`config.mk`:
```
export PLATFORM = sky130hd
export DESIGN_NAME = display_num_on_hex
export DESIGN_NICKNAME = d
export VERILOG_FILES = /design/src/rtl/hex_display_pkg.sv /design/src/rtl/hex_seg_decoder.sv /design/src/rtl/display_num_on_hex.sv
export SDC_FILE = /design/constraint.sdc
export NUM_CORES = 1
export LEC_CHECK = 0
export BUFFER_PORTS_ARGS = -buffer_cell sky130_fd_sc_hd__clkbuf_2
export CELL_PAD_IN_SITES_DETAIL_PLACEMENT = 0
export CELL_PAD_IN_SITES_GLOBAL_PLACEMENT = 1
export CORE_MARGIN = 1
export CORE_UTILIZATION = 32
export CTS_CLUSTER_SIZE = 10
export DETAILED_ROUTE_END_ITERATION = 16
export PLACE_DENSITY = 0.67
export RECOVER_POWER = 50
export SKIP_LAST_GASP = 1
export SLEW_MARGIN = 20
export SYNTH_ARGS = -nofsm -noshare
export SYNTH_HDL_FRONTEND = slang
export SYNTH_SLANG_ARGS = --single-unit
```
`constraint.sdc`:
```
create_clock -name clock -period 1.2 [get_ports clock]
set_input_delay 0.24 -clock clock [delete_from_list [all_inputs] [get_ports clock]]
set_output_delay 0.24 -clock clock [all_outputs]
set_load 0.03 [all_outputs]
```
`src/rtl/hex_display_pkg.sv`:
```
// rtl/hex_display_pkg.sv - shared 7-segment types and active-low glyph table
package hex_display_pkg;

    typedef logic [6:0] seg7_t;

    localparam seg7_t SEG_BLANK = 7'b1111111;

    // Active-low glyphs 0-9, A, b, C, d, E, F; bit 0 = a, bit 6 = g
    localparam seg7_t SEG_LUT [16] = '{
        7'b1000000, 7'b1111001, 7'b0100100, 7'b0110000,
        7'b0011001, 7'b0010010, 7'b0000010, 7'b1111000,
        7'b0000000, 7'b0010000, 7'b0001000, 7'b0000011,
        7'b1000110, 7'b0100001, 7'b0000110, 7'b0001110
    };

endpackage

```
`src/rtl/hex_seg_decoder.sv`:
```
// rtl/hex_seg_decoder.sv - combinational hex digit to 7-segment decoder with blank and polarity
module hex_seg_decoder
    import hex_display_pkg::*;
(
    input  logic [3:0] num_i,
    input  logic       blank_i,
    input  logic       active_low_i,
    output seg7_t      seg_o
);

    seg7_t glyph;
    seg7_t seg_al;

    always_comb begin
        glyph = SEG_BLANK;
        case (num_i)
            4'h0: glyph = SEG_LUT[0];
            4'h1: glyph = SEG_LUT[1];
            4'h2: glyph = SEG_LUT[2];
            4'h3: glyph = SEG_LUT[3];
            4'h4: glyph = SEG_LUT[4];
            4'h5: glyph = SEG_LUT[5];
            4'h6: glyph = SEG_LUT[6];
            4'h7: glyph = SEG_LUT[7];
            4'h8: glyph = SEG_LUT[8];
            4'h9: glyph = SEG_LUT[9];
            4'hA: glyph = SEG_LUT[10];
            4'hB: glyph = SEG_LUT[11];
            4'hC: glyph = SEG_LUT[12];
            4'hD: glyph = SEG_LUT[13];
            4'hE: glyph = SEG_LUT[14];
            4'hF: glyph = SEG_LUT[15];
            default: glyph = SEG_BLANK;
        endcase
    end

    always_comb begin
        seg_al = blank_i ? SEG_BLANK : glyph;
        // Inverting after blanking keeps blank = all segments off in both polarities
        seg_o  = active_low_i ? seg_al : ~seg_al;
    end

endmodule

```
`src/rtl/display_num_on_hex.sv`:
```
// rtl/display_num_on_hex.sv - registered hex digit display; DISPLAY_NUM_ON_HEX_BLINK_EN adds blink
module display_num_on_hex
    import hex_display_pkg::*;
#(
    parameter int ACTIVE_LOW = 1,
    parameter int BLINK_DIV  = 24
) (
    input  logic       clock,
    input  logic       reset_n,
    input  logic [3:0] num,
    input  logic       blank,
`ifdef DISPLAY_NUM_ON_HEX_BLINK_EN
    input  logic       blink,
`endif
    output logic [6:0] HEX
);

    localparam logic  POL_LOW   = (ACTIVE_LOW != 0);
    localparam seg7_t SEG_RESET = POL_LOW ? SEG_BLANK : ~SEG_BLANK;

    seg7_t hex_d;
    seg7_t hex_q;
    logic  blank_eff;

`ifdef DISPLAY_NUM_ON_HEX_BLINK_EN
    logic [BLINK_DIV:0] cnt_d;
    logic [BLINK_DIV:0] cnt_q;

    assign cnt_d     = cnt_q + 1'b1;
    // Top counter bit is the off half of the blink period
    assign blank_eff = blank | (blink & cnt_q[BLINK_DIV]);

    always_ff @(posedge clock) begin
        if (!reset_n) begin
            cnt_q <= '0;
        end else begin
            cnt_q <= cnt_d;
        end
    end
`else
    assign blank_eff = blank;
`endif

    hex_seg_decoder u_dec (
        .num_i        (num),
        .blank_i      (blank_eff),
        .active_low_i (POL_LOW),
        .seg_o        (hex_d)
    );

    always_ff @(posedge clock) begin
        if (!reset_n) begin
            hex_q <= SEG_RESET;
        end else begin
            hex_q <= hex_d;
        end
    end

    assign HEX = hex_q;

endmodule

```
Word-level counts from Yosys, hierarchy flattened
Memories as Yosys holds them, arrays and structs flattened. A register that Yosys moved wholly into a read port is not among the register bits.
Cells that the tools add are included.
{ "op_classes": {"bitwise_logic": 1, "reduce_logical": 1} }
{ "ops": {"columns": ["operator", "n"], "rows": [
  ["$reduce_or 2->1", 1],
  ["$not 1->1", 1]
]} }
{ "word_totals": {"regBits": 0, "rom_bits": 112, "input_bits": 7, "output_inout_bits": 7, "word_cells": 3, "mem_count": 1} }
{ "memory_table": {"columns": ["name", "words", "word_bits", "read_ports", "rd_ports_with_merged_regs", "wr", "line_no", "text"], "rows": [
  ["(no name shown)", 16, 7, 1, 1, 0, "hex_seg_decoder.sv:16", "case (num_i)"]
]} }

Logic depth before layout (Yosys ltp)
Gate-level depths: netlist of run 1.
{ "logic_depth": {"depth_word": 2, "ltp_mapped": 4, "ltp_nobuf": 4} }

Cells and area by module
From an unflattened synthesis of run 1, not the netlist that was laid out.
{ "unflattened": {"cells_unflattened": 58, "hier_area_um2": 571.8} }
{ "modules_own_cells": {"columns": ["mod", "instances", "cells_per_inst", "area_each_um2", "seq_area_each_um2"], "rows": [
  ["hex_seg_decoder", 1, 43, 384.1, 0.0],
  ["display_num_on_hex", 1, 15, 187.7, 140.1]
]} }

Least setup slack after synthesis of run 1
Ideal clock, no wire load.
{ "synth_timing": {"path_kind": "input to register", "from": "input num[1]", "to": "register hex_q[1] (netlist: HEX[1])", "setup_ps": 122, "arrival_ps": 1132, "required_ps": 1078, "path_slack_ps": -54, "path_stages": 4, "path_buffers": 0, "cell_sequence": "inv_1 ha_1 or2_1 a311o_1"} }
{ "synth_rtl": {"columns": ["item", "line_no", "text"], "rows": [
  ["start: declaration", "display_num_on_hex.sv:10", "input logic [3:0] num,"],
  ["end: declaration", "display_num_on_hex.sv:22", "seg7_t hex_q;"]
]} }

==> flow_metrics.env, run 1 <==
export IMPL_outcome="finished clean"
export IMPL_die_y_um=39.9
export IMPL_p_sw_frac=0.283
export IMPL_h_tree_depth=1
export IMPL_nNetsFinal=80
export IMPL_die_w_um=39.9
export IMPL_required_ns=1.34
export IMPL_cts_tree="done"
export IMPL_synth_edf_count=0
export IMPL_wl_per_cell_um=10.6
export IMPL_final_cell_mix="clkbuf_2, dfxtp_1, ha_1, buf_4, clkbuf_1"
export IMPL_path_class="in -> reg"
export IMPL_io_pins=14
export IMPL_critPathArrivalTime_ns=1.25
export IMPL_port_buffers=13
export IMPL_critPathBufInv=2
export IMPL_p_int_uw=437
export IMPL_syn_to_final_growth_pct=29.2
export IMPL_syn_num_nets=57
export IMPL_cts_buffer_depth=2
export IMPL_start_util=0.349
export IMPL_fin_ws_ns=0.0855
export IMPL_place_ws_ns=-0.187
export IMPL_ys_seq_area_frac=0.305
export IMPL_layout_commonest_cell="clkbuf_2"
export IMPL_cts_sinks=7
export IMPL_fin_crit_ns=1.11
export IMPL_crit_path_end_kind="register"
export IMPL_drc=0
export IMPL_cts_buffers=3
export IMPL_final_hold_viol_count=0
export IMPL_path_cells="clkbuf_2, inv_1, ha_1, mux2_1, a221o_1"
export IMPL_rsz0062_at_grt="no"
export IMPL_cts_root_buf="clkbuf_4"
export IMPL_vias_per_cell=4.88
export IMPL_leakage_nw=0.293
export IMPL_multi_input_area_sq_um=285
export IMPL_yosysWarnings=0
export IMPL_grt_max_degree=11
export IMPL_clkPwrFrac=0.345
export IMPL_cp_slowest_cell="mux2_1"
export IMPL_pwr_share_comb=0.244
export IMPL_finalNonFillerCells=80
export IMPL_switchingPower_uw=173
export IMPL_die_area_sq_um=1590
export IMPL_tightest_slew_ns=0.371
export IMPL_dp_cells=76
export IMPL_grt_pass1_wl_um=1410
export IMPL_hold_slack_ns=0.351
export IMPL_crit_path_max_fanout=6
export IMPL_crit_family="multiplexers"
export IMPL_largest_reg_flops=7
export IMPL_drt_iter0_markers=9
export IMPL_cpPeakStageDelay_ns=0.30
export IMPL_syn_area_per_cell_sq_um=10.7
export IMPL_ant_nets=0
export IMPL_grt_pass1_vias=353
export IMPL_register_area_sq_um=140
export IMPL_netlist_area_sq_um=459
export IMPL_clk_pin_slew_ns=0.05
export IMPL_holdBufCountCts=0
export IMPL_cts_resized_gates=0
export IMPL_antenna_found_initial=0
export IMPL_drv_slew=0
export IMPL_synth_ff_type="dfxtp_1"
export IMPL_powerDensity_nw_per_um2=1030
export IMPL_maxCapViolCount=0
export IMPL_diodes=0
export IMPL_hold_class="in -> reg"
export IMPL_core_sq_um=1320
export IMPL_ys_ff_latch=7
export IMPL_routabilityCongestion=0.742
export IMPL_synthCells=43
export IMPL_fin_crit_sh=0.929
export IMPL_pwr_share_seq=0.411
export IMPL_fmax_ghz=0.897
export IMPL_vias=390
export IMPL_routed_wl_um=844
export IMPL_dr_pass1_iters=4
export IMPL_synthDistinctLibCells=20
export IMPL_nFillCells=138
export IMPL_fp_row_count=13
export IMPL_hpwlAfterDp_um=698
export IMPL_ir_drop_mv=0.702
export IMPL_async_flop_share=0
export IMPL_slew_headroom=0.753
export IMPL_cp_start_kind="primary input"
export IMPL_overflow=0
export IMPL_grt_usage=0.136
export IMPL_drive_gt1_frac=0.338
export IMPL_finalSetupViolCount=0
export IMPL_post_cts_buffers=0
kinds of logic (layout without fill, tap and decap cells):
family	count (synthesis)	after routing	share of synthesized area
mux	5	5	0.117
buf+inv	5	27	0.0736
compound gates	7	7	0.142
simple gates	12	12	0.172
flops	7	7	0.305
fa+ha+maj	7	7	0.191
metrics by stage:
| stage | TNS [ns] | area [sq um] | util | power [mW] |
|---|---|---|---|---|
| after floorplan | 0 | 459 | - | 0.355 |
| after global placement | -0.599 | 573 | 0.435 | 0.408 |
| after detailed placement | -0.644 | 573 | 0.435 | 0.408 |
| after CTS | 0 | 599 | 0.455 | 0.623 |
| after global routing | 0 | 593 | 0.450 | 0.650 |
| final | 0 | 593 | 0.450 | 0.610 |
synthesized netlist by cell type (2+ instances only):
cell type / n / area, sq um
inv_1: 3 / 11.3
nand2b_1: 2 / 12.5
ha_1: 7 / 87.6
mux2_2: 2 / 22.5
nor3b_1: 2 / 15.0
a32oi_1: 2 / 17.5
a221o_1: 2 / 20.0
mux2i_1: 2 / 20.0
nand2_1: 2 / 7.51
buf_6: 2 / 22.5
dfxtp_1: 7 / 140
a211o_1: 2 / 17.5
path summary, 6_finish.rpt:
path	from	end	depth (start not counted)
worst max-delay path	num[0]	HEX[6]	5
worst min-delay path	blank	HEX[3]	3
routing by layer:
layer	vias up	track usage	part of all wire
li1	202	-	-
met1	175	0.144	0.45
met2	13	0.238	0.49
met3	0	0.0682	0.060
met4	0	0.0259	0
met5	-	0	0
power by group through the flow:
stage	Sequential, mW	Combinational [mW]	Clock [mW]
2_1_floorplan	0.286	0.0687	0
4_1_cts	0.251	0.153	0.218
3_5_place_dp	0.256	0.153	0
3_3_place_gp	0.255	0.153	0
5_1_grt	0.252	0.166	0.232
6_report	0.251	0.149	0.210
cell type report:
| class | count | share of cell area |
|---|---|---|
| Timing Repair Buffer | 20 | 0.188 |
| Clock buffer | 4 | 0.0443 |
| Multi-Input combinational cell | 31 | 0.481 |
| Sequential cell | 7 | 0.236 |
| Tap cell | 15 | 0.0316 |
| Inverter | 3 | 0.0190 |
tightest hold or removal path: cells and delay by family:
kind | cells | cell delay (ns)
compound gates | 1 | 0.16
buf+inv | 1 | 0.09
simple gates | 1 | 0.06
Note: power is estimated with default switching activity, not from simulation.
==> run 2, diff against run 1 <==
RECOVER_POWER = not set   (was 50)
==> flow_metrics.env, run 2 (synthesis results as in run 1) <==
export IMPL_outcome="finished clean"
export IMPL_grt_usage=0.136
export IMPL_slew_headroom=0.828
export IMPL_port_buffers=13
export IMPL_final_cell_mix="clkbuf_2, dfxtp_1, ha_1, buf_4, clkbuf_4"
export IMPL_crit_path_max_fanout=6
export IMPL_hold_slack_ns=0.354
export IMPL_drt_iter0_markers=9
export IMPL_fin_crit_sh=0.929
export IMPL_routed_wl_um=836
export IMPL_die_y_um=39.9
export IMPL_vias=390
export IMPL_antenna_found_initial=0
export IMPL_h_tree_depth=1
export IMPL_diodes=0
export IMPL_holdBufCountCts=0
export IMPL_vias_per_cell=4.88
export IMPL_ant_nets=0
export IMPL_maxCapViolCount=0
export IMPL_cts_resized_gates=0
export IMPL_wl_per_cell_um=10.5
export IMPL_tightest_slew_ns=0.257
export IMPL_largest_reg_flops=7
export IMPL_cts_buffers=3
export IMPL_hpwlAfterDp_um=698
export IMPL_fp_row_count=13
export IMPL_finalNonFillerCells=80
export IMPL_post_cts_buffers=0
export IMPL_grt_max_degree=11
export IMPL_io_pins=14
export IMPL_path_cells="clkbuf_2, inv_1, ha_1, mux2_1, a221o_1"
export IMPL_drive_gt1_frac=0.415
export IMPL_nFillCells=135
export IMPL_drc=0
export IMPL_path_class="in -> reg"
export IMPL_required_ns=1.34
export IMPL_cp_start_kind="primary input"
export IMPL_cts_tree="done"
export IMPL_powerDensity_nw_per_um2=1020
export IMPL_cp_slowest_cell="mux2_1"
export IMPL_syn_to_final_growth_pct=30.5
export IMPL_cpPeakStageDelay_ns=0.30
export IMPL_nNetsFinal=80
export IMPL_routabilityCongestion=0.742
export IMPL_cts_sinks=7
export IMPL_start_util=0.349
export IMPL_fmax_ghz=0.897
export IMPL_dp_cells=76
export IMPL_final_hold_viol_count=0
export IMPL_report_power_total_uw=611
export IMPL_critPathArrivalTime_ns=1.25
export IMPL_grt_pass1_vias=353
export IMPL_hold_class="in -> reg"
export IMPL_leakage_nw=0.306
export IMPL_crit_path_end_kind="register"
export IMPL_dr_pass1_iters=4
export IMPL_ir_drop_mv=0.700
export IMPL_die_area_sq_um=1590
export IMPL_cts_buffer_depth=2
export IMPL_die_w_um=39.9
export IMPL_core_sq_um=1320
export IMPL_clk_pin_slew_ns=0.05
export IMPL_cts_root_buf="clkbuf_4"
export IMPL_layout_commonest_cell="clkbuf_2"
export IMPL_finalSetupViolCount=0
export IMPL_drv_slew=0
export IMPL_overflow=0
export IMPL_rsz0062_at_grt="no"
export IMPL_fin_crit_ns=1.11
export IMPL_grt_pass1_wl_um=1410
==> run 2: cell types whose count changed in the layout (fill, tap and decap cells not counted) <==
cell,before,now
clkbuf_1,6,1
clkbuf_2,8,13
==> run 2: routing by layer <==
| metal | vias up | share of wire | global-route usage |
|---|---|---|---|
| li1 | 202 | - | - |
| met1 | 175 | 0.46 | 0.144 |
| met2 | 13 | 0.49 | 0.238 |
| met3 | 0 | 0.054 | 0.0682 |
| met4 | 0 | 0 | 0.0259 |
| met5 | - | 0 | 0 |
==> run 2: path summary, 6_finish.rpt <==
check  startpoint  endpoint  slack (ns)  depth (start not counted)
max        num[0]    HEX[6]        0.09                          5
min         blank    HEX[3]        0.35                          3
==> run 2: where the power goes <==
group	internal [mW]	switching, mW
registers	0.248	0.00332
logic	0.0658	0.0858
clock network	0.127	0.0822
total	0.440	0.171
==> run 2: final cells by class <==
type | instances | area (sq um) | area share
clock buffers | 4 | 26.3 | 0.0438
flip-flops and latches | 7 | 140 | 0.234
multi-input cells | 31 | 285 | 0.476
inverters | 3 | 11.3 | 0.0188
repair buffers | 20 | 118 | 0.196
well taps | 15 | 18.8 | 0.0313
==> run 2: through the flow <==
step / utilization / setup TNS [ns] / instance area [sq um] / setup slack, ns
floorplan: - / 0 / 459 / 0.0262
global placement: 0.435 / -0.599 / 573 / -0.182
detailed placement: 0.435 / -0.644 / 573 / -0.187
CTS: 0.455 / 0 / 599 / 0.0783
global route: 0.455 / 0 / 599 / 0.0127
finish: 0.455 / 0 / 599 / 0.0850
==> run 2: worst max-delay path: cells and delay by family <==
family	cells	cell delay (ns)
AO/OA/AOI/OAI	1	0.29
adder cells (fa/ha/maj)	1	0.20
buffers and inverters	2	0.21
multiplexers	1	0.30
